### config.mk
export PLATFORM = sky130hd
export DESIGN_NAME = op_encoder_tx_flat
export DESIGN_NICKNAME = d
export VERILOG_FILES = /design/src/rtl/op_encoder_tx_if.sv /design/src/rtl/op_encoder_tx.sv /design/src/flat_wrapper.sv
export SDC_FILE = /design/constraint.sdc
export NUM_CORES = 1
export LEC_CHECK = 0
export CAP_MARGIN = 20
export CORE_MARGIN = 5
export CORE_UTILIZATION = 56
export CTS_BUF_LIST = sky130_fd_sc_hd__clkbuf_4 sky130_fd_sc_hd__clkbuf_8 sky130_fd_sc_hd__clkbuf_16
export DETAILED_ROUTE_END_ITERATION = 12
export PLACE_DENSITY_LB_ADDON = 0.25
export SETUP_SLACK_MARGIN = 0.5
export SLEW_MARGIN = 20
export SYNTH_ARGS = -nofsm -noshare
export SYNTH_HDL_FRONTEND = slang
export SYNTH_SLANG_ARGS = --single-unit
### constraint.sdc
create_clock -name clk -period 4.66 [get_ports clk]
set_input_delay 0.932 -clock clk [delete_from_list [all_inputs] [get_ports clk]]
set_output_delay 0.932 -clock clk [all_outputs]
set_load 0.01 [all_outputs]
### src/rtl/op_encoder_tx_if.sv
// Link between the reply sources (keyboard, mic, power-on) and the op encoder,
// plus the encoder's serial line and status outputs.
interface op_encoder_tx_if;
    logic        pwr_reply_req;
    logic        kbd_valid;
    logic [15:0] kbd_data;
    logic        kbd_ready;
    logic        mic_enable;
    logic        mic_valid;
    logic [15:0] mic_sample;
    logic        mic_ready;
    logic        mic_overflow;
    logic        tx_out;
    logic        busy;
    logic        frame_done;

    modport master (
        output pwr_reply_req, kbd_valid, kbd_data, mic_enable, mic_valid, mic_sample,
        input  kbd_ready, mic_ready, mic_overflow, tx_out, busy, frame_done
    );

    modport slave (
        input  pwr_reply_req, kbd_valid, kbd_data, mic_enable, mic_valid, mic_sample,
        output kbd_ready, mic_ready, mic_overflow, tx_out, busy, frame_done
    );
endinterface

### src/rtl/op_encoder_tx.sv
// Monitor-to-host op encoder: arbitrates power-on, keyboard and mic replies and
// serialises a 24-bit {opcode, payload} frame MSB first with start/stop bits.
module op_encoder_tx #(
    parameter int CLK_PER_BIT   = 4,
    parameter int STOP_BITS     = 1,
    parameter int MIC_FIFO_LOG2 = 1
) (
    input  logic             clk,
    input  logic             reset,
    op_encoder_tx_if.slave   link
);
    localparam int DEPTH = 2 ** MIC_FIFO_LOG2;
    localparam int PW    = (MIC_FIFO_LOG2 > 0) ? MIC_FIFO_LOG2 : 1;
    localparam int CW    = MIC_FIFO_LOG2 + 1;
    localparam int BW    = $clog2(CLK_PER_BIT * STOP_BITS);

    localparam logic [BW-1:0] BAUD_BIT  = BW'(CLK_PER_BIT - 1);
    localparam logic [BW-1:0] BAUD_STOP = BW'(CLK_PER_BIT * STOP_BITS - 1);
    localparam logic [CW-1:0] FIFO_FULL = CW'(DEPTH);
    localparam logic [PW-1:0] PTR_LAST  = PW'(DEPTH - 1);

    localparam logic [1:0] S_IDLE  = 2'd0;
    localparam logic [1:0] S_START = 2'd1;
    localparam logic [1:0] S_DATA  = 2'd2;
    localparam logic [1:0] S_STOP  = 2'd3;

    logic [1:0]    state_q, state_d;
    logic [23:0]   shift_q, shift_d;
    logic [BW-1:0] baud_q, baud_d;
    logic [4:0]    bit_q, bit_d;
    logic          pwr_q, pwr_d;
    logic          kbd_full_q, kbd_full_d;
    logic [15:0]   kbd_data_q, kbd_data_d;
    logic [15:0]   mic_mem_q [DEPTH];
    logic [PW-1:0] wr_ptr_q, wr_ptr_d;
    logic [PW-1:0] rd_ptr_q, rd_ptr_d;
    logic [CW-1:0] count_q, count_d;
    logic          ovf_q, ovf_d;

    logic in_idle, fifo_empty, fifo_full;
    logic load_pwr, load_kbd, load_mic;
    logic kbd_acc, mic_push, mic_drop;

    assign in_idle    = (state_q == S_IDLE);
    assign fifo_empty = (count_q == '0);
    assign fifo_full  = (count_q == FIFO_FULL);

    assign load_pwr = in_idle & pwr_q;
    assign load_kbd = in_idle & ~pwr_q & kbd_full_q;
    assign load_mic = in_idle & ~pwr_q & ~kbd_full_q & ~fifo_empty;

    assign kbd_acc  = link.kbd_valid & ~kbd_full_q;
    // A pop on the same edge frees a slot, so a push into a full FIFO still lands.
    assign mic_push = link.mic_valid & link.mic_enable & (~fifo_full | load_mic);
    assign mic_drop = link.mic_valid & link.mic_enable & fifo_full & ~load_mic;

    assign link.kbd_ready    = ~kbd_full_q;
    assign link.mic_ready    = ~link.mic_enable | ~fifo_full | load_mic;
    assign link.mic_overflow = ovf_q;
    assign link.busy         = ~in_idle;
    assign link.frame_done   = (state_q == S_STOP) && (baud_q == '0);
    assign link.tx_out       = (state_q == S_START) ? 1'b0 :
                               (state_q == S_DATA)  ? shift_q[23] : 1'b1;

    always_comb begin
        pwr_d      = link.pwr_reply_req | (pwr_q & ~load_pwr);
        kbd_full_d = kbd_acc | (kbd_full_q & ~load_kbd);
        kbd_data_d = kbd_acc ? link.kbd_data : kbd_data_q;
        ovf_d      = ovf_q | mic_drop;
        wr_ptr_d   = wr_ptr_q;
        rd_ptr_d   = rd_ptr_q;
        count_d    = count_q;
        if (mic_push) wr_ptr_d = (wr_ptr_q == PTR_LAST) ? '0 : wr_ptr_q + PW'(1);
        if (load_mic) rd_ptr_d = (rd_ptr_q == PTR_LAST) ? '0 : rd_ptr_q + PW'(1);
        case ({mic_push, load_mic})
            2'b10:   count_d = count_q + CW'(1);
            2'b01:   count_d = count_q - CW'(1);
            default: count_d = count_q;
        endcase
    end

    always_comb begin
        state_d = state_q;
        shift_d = shift_q;
        baud_d  = baud_q;
        bit_d   = bit_q;
        case (state_q)
            S_IDLE: begin
                if (load_pwr | load_kbd | load_mic) begin
                    shift_d = load_pwr ? 24'hC5EF00 :
                              load_kbd ? {8'hC6, kbd_data_q} :
                                         {8'hC7, mic_mem_q[rd_ptr_q]};
                    baud_d  = BAUD_BIT;
                    state_d = S_START;
                end
            end
            S_START: begin
                if (baud_q == '0) begin
                    state_d = S_DATA;
                    baud_d  = BAUD_BIT;
                    bit_d   = 5'd23;
                end else begin
                    baud_d = baud_q - BW'(1);
                end
            end
            S_DATA: begin
                if (baud_q == '0) begin
                    if (bit_q == 5'd0) begin
                        state_d = S_STOP;
                        baud_d  = BAUD_STOP;
                    end else begin
                        shift_d = {shift_q[22:0], 1'b0};
                        bit_d   = bit_q - 5'd1;
                        baud_d  = BAUD_BIT;
                    end
                end else begin
                    baud_d = baud_q - BW'(1);
                end
            end
            default: begin
                if (baud_q == '0) state_d = S_IDLE;
                else              baud_d  = baud_q - BW'(1);
            end
        endcase
    end

    always_ff @(posedge clk) begin
        if (reset) begin
            state_q    <= S_IDLE;
            shift_q    <= '0;
            baud_q     <= '0;
            bit_q      <= '0;
            pwr_q      <= 1'b0;
            kbd_full_q <= 1'b0;
            kbd_data_q <= '0;
            wr_ptr_q   <= '0;
            rd_ptr_q   <= '0;
            count_q    <= '0;
            ovf_q      <= 1'b0;
        end else begin
            state_q    <= state_d;
            shift_q    <= shift_d;
            baud_q     <= baud_d;
            bit_q      <= bit_d;
            pwr_q      <= pwr_d;
            kbd_full_q <= kbd_full_d;
            kbd_data_q <= kbd_data_d;
            wr_ptr_q   <= wr_ptr_d;
            rd_ptr_q   <= rd_ptr_d;
            count_q    <= count_d;
            ovf_q      <= ovf_d;
        end
    end

    // Sample storage needs no reset; the pointers and count define what is valid.
    always_ff @(posedge clk) begin
        if (mic_push) mic_mem_q[wr_ptr_q] <= link.mic_sample;
    end
endmodule
### src/flat_wrapper.sv
// flat-port wrapper written by rule: the top's interface ports become plain ports
module op_encoder_tx_flat 
#(
    parameter int CLK_PER_BIT   = 4,
    parameter int STOP_BITS     = 1,
    parameter int MIC_FIFO_LOG2 = 1
)
  (clk, reset, link_pwr_reply_req, link_kbd_valid, link_kbd_data, link_mic_enable, link_mic_valid, link_mic_sample, link_kbd_ready, link_mic_ready, link_mic_overflow, link_tx_out, link_busy, link_frame_done);
  op_encoder_tx_if link_i ();
  input  logic clk;
  input  logic reset;
  input wire logic [$bits(link_i.pwr_reply_req)-1:0] link_pwr_reply_req;
  input wire logic [$bits(link_i.kbd_valid)-1:0] link_kbd_valid;
  input wire logic [$bits(link_i.kbd_data)-1:0] link_kbd_data;
  input wire logic [$bits(link_i.mic_enable)-1:0] link_mic_enable;
  input wire logic [$bits(link_i.mic_valid)-1:0] link_mic_valid;
  input wire logic [$bits(link_i.mic_sample)-1:0] link_mic_sample;
  output wire logic [$bits(link_i.kbd_ready)-1:0] link_kbd_ready;
  output wire logic [$bits(link_i.mic_ready)-1:0] link_mic_ready;
  output wire logic [$bits(link_i.mic_overflow)-1:0] link_mic_overflow;
  output wire logic [$bits(link_i.tx_out)-1:0] link_tx_out;
  output wire logic [$bits(link_i.busy)-1:0] link_busy;
  output wire logic [$bits(link_i.frame_done)-1:0] link_frame_done;
  assign link_i.pwr_reply_req = link_pwr_reply_req;
  assign link_i.kbd_valid = link_kbd_valid;
  assign link_i.kbd_data = link_kbd_data;
  assign link_i.mic_enable = link_mic_enable;
  assign link_i.mic_valid = link_mic_valid;
  assign link_i.mic_sample = link_mic_sample;
  assign link_kbd_ready = link_i.kbd_ready;
  assign link_mic_ready = link_i.mic_ready;
  assign link_mic_overflow = link_i.mic_overflow;
  assign link_tx_out = link_i.tx_out;
  assign link_busy = link_i.busy;
  assign link_frame_done = link_i.frame_done;
  op_encoder_tx #(.CLK_PER_BIT(CLK_PER_BIT), .STOP_BITS(STOP_BITS), .MIC_FIFO_LOG2(MIC_FIFO_LOG2)) u_core (.clk(clk), .reset(reset), .link(link_i));
endmodule
==> flow_summary_export.csv <==
group,metric,value,unit
outcome,outcome,"complete, no violations",
synthesis,yosysWarningCount,0,
floorplanning,core_area,0.00676,mm2
clock_tree,cts_setup_buffers,0,
clock_tree,cts_buffers,9,
timing,finalWorstSetupSlack,1230,ps
place,dpl.cell_count,498,
route,ant_nets,0,
synthesis,syn_nets,441,
route,via_per_inst,5.77,
layout,final_cells,514,
place,hpwl,5.30,mm
timing,min_period,3430,ps
clock_tree,cts.clk_slew.worst_paths,90,ps
timing,worst_clock_skew,9.59,ps
clock_tree,postCtsHoldBufs,0,
run,cap_violations,0,
route,via_count,2966,
synthesis,synthMuxAreaShare,3.23,%
layout,diodes,0,
floorplanning,chipWidth,93.2,um
clock_tree,cts_sinks,89,
critical_path,worstPathRequired,3730,ps
floorplanning,dieHeight,93.2,um
synthesis,synth.avg_cell_area,9.81,um2
layout,fin_util,67.6,%
synthesis,ys_types,48,
global_routing,grtUsageTotal,18.8,%
layout,mostFrequentLayoutCell,"dfxtp_1",
power,total_leakage_power,0.00166,uW
timing,drv_slew,0,
power,p_per_area,557,mW/mm2
global_routing,grt_first_pass_wirelength,13.1,mm
layout,area_growth,17.9,%
timing,tightestPinTransition,894,ps
route,drc_errors,0,
timing,max_freq,292,MHz
synthesis,synthXorXnorAreaFrac,0.904,%
floorplanning,num_rows,30,
critical_path,cp_max_fo,12,
route,firstDrtPassIters,5,
route,routedWlPerCell,15.0,um
global_routing,grt_pass1_vias,2878,
synthesis,synth_area,0.00387,mm2
synthesis,synth-seq-area-share,54.3,%
global_routing,grt.overflow.total,0,
floorplanning,die-area,0.00868,mm2
timing,slew_headroom,40.3,%
clock_tree,clkLatencyLatePin,350,ps
clock_tree,root_buffer,"clkbuf_8",
synthesis,ys_async_sr_fraction,0,%
synthesis,synth_ff_type,"dfxtp_1",
layout,layout-drive-gt1-share,7.37,%
floorplanning,start_util,57.3,%
power,vdd_drop_max,301,uV
layout,final_nets,475,
layout,n_fill_cell,529,
floorplanning,ios,44,
place,routabilityCongestion,0.795,
timing,min_period_over_period,73.6,%
global_routing,grt_max_degree,58,
min_path,holdCritPathClass,"reg2reg",
clock_tree,clock_path_buffers,2,
critical_path,endpoint_kind,"output port",
route,routed_wl,7.70,mm
synthesis,synth_fa_ha_area_share,2.58,%
timing,setup_viol,0,
clock_tree,cts-resized-gates,0,
synthesis,synth_seq_cells,89,
critical_path,critPathKind,"reg2out",
critical_path,arrival,2500,ps
place,pre_cts_slack,1620,ps
synthesis,synth_compound_area_share,20.0,%
layout,final_cell_mix,"dfxtp_1 (57), nand2_1 (54), clkdlybuf4s50_1 (42)",
synthesis,synth_enable_flop_cells,32,
timing,rsz0062_at_grt,"no",
clock_tree,cts_tree,"yes",
timing,hold_viol,0,
global_routing,antenna_found_initial,0,
synthesis,syn_inst,395,
critical_path,cp-start-kind,"register",
timing,setup-tns-final,0,ps
place,io_buffer_count,43,
synthesis,synth_top_family_by_area,"compound AO/OA/AOI/OAI gates",
synthesis,synth-simple-area-share,14.1,%
route,dr.first_iter.drc_count,227,
clock_tree,htreeDepth,3,
## worst max-delay path: stages, from the launching register on
cell and delay, ps:
dfxtp_1 360, inv_1 90, ha_1 370, or3b_2 520
and3_1 210, nand2_1 60, clkdlybuf4s50_1 530
## sequential cells by signal, indices dropped and copies added (netlist names), named ones only
register	count
u_core.baud_q	2
u_core.bit_q	5
u_core.count_q	2
u_core.kbd_data_q	16
u_core.kbd_full_q	1
u_core.link.mic_overflow	1
u_core.mic_mem_q	32
u_core.pwr_q	1
u_core.rd_ptr_q	1
u_core.shift_q	24
u_core.state_q	2
u_core.wr_ptr_q	1
## synth_stat cells, types with 3 or more instances
master,n,area (um2)
clkbuf_1,18,67.6
o211ai_1,5,37.5
o21ai_0,14,70.1
o2111ai_1,8,70.1
nor2b_1,8,50.1
buf_1,3,11.3
nand2_1,54,203
nand3_1,3,15.0
mux2_2,4,45.0
a21oi_1,34,170
o21a_1,6,45.0
inv_1,23,86.3
a211o_1,5,43.8
a31oi_1,5,31.3
nand2b_1,4,25.0
a211oi_1,8,60.1
buf_2,5,25.0
dfxtp_1,57,1140
nor2_1,36,135
xnor2_1,3,26.3
a311oi_1,9,78.8
ha_1,8,100
o31ai_1,3,22.5
o22ai_1,4,25.0
mux2i_1,8,80.1
edfxtp_1,32,961
a221o_1,3,30.0
## per-layer routing
layer | track usage, % | wire length [um] | part of all wire (%) | vias to the layer above
li1 | - | - | - | 1491
met1 | 24.7 | 3570 | 46 | 1409
met2 | 31.3 | 3730 | 48 | 58
met3 | 3.38 | 314 | 4.1 | 8
met4 | 6.59 | 88 | 1.1 | 0
met5 | 0 | 0 | 0 | -
## power by group
group / internal [uW] / total (uW) / switching [uW]
sequential: 945 / 1050 / 102
combinational: 394 / 911 / 517
clock: 307 / 586 / 279
total: 1650 / 2540 / 898
## cell type report
| cell class | count | area [um2] | share of cell area [%] |
|---|---|---|---|
| Clock inverter | 7 | 100 | 2.19 |
| Tap cell | 80 | 100 | 2.19 |
| Multi-Input combinational cell | 257 | 1580 | 34.7 |
| Inverter | 23 | 86.3 | 1.89 |
| Sequential cell | 89 | 2100 | 46.0 |
| Clock buffer | 9 | 124 | 2.71 |
| Timing Repair Buffer | 49 | 470 | 10.3 |
## cells by family (layout without fill, tap and decap cells)
logic type,count (synthesis),count (layout)
buffers and inverters,49,88
XOR/XNOR,4,4
AND/OR/NAND/NOR,120,120
AO/OA/AOI/OAI,113,113
multiplexers,12,12
adder cells (fa/ha/maj),8,8
flip-flops,89,89
## per-stage QoR
stage,cell area (um2),total power (uW),hold slack [ps]
2_1_floorplan,3870,1730,436
3_3_place_gp,4340,1930,443
3_5_place_dp,4340,1970,449
4_1_cts,4560,2550,462
5_1_grt,4570,2720,472
6_report,4570,2540,463
## path summary, 6_finish.rpt
path,from,endpoint,slack [ps],depth (start not counted)
max,u_core.state_q[1],link_mic_ready,1230,6
min reg2reg,u_core.kbd_data_q[0],u_core.kbd_data_q[0],460,2
min,u_core.kbd_data_q[0],u_core.kbd_data_q[0],460,2
max reg2reg,u_core.state_q[1],u_core.mic_mem_q[1][12],1960,5
No activity file was read; power rests on OpenSTA's default activity.
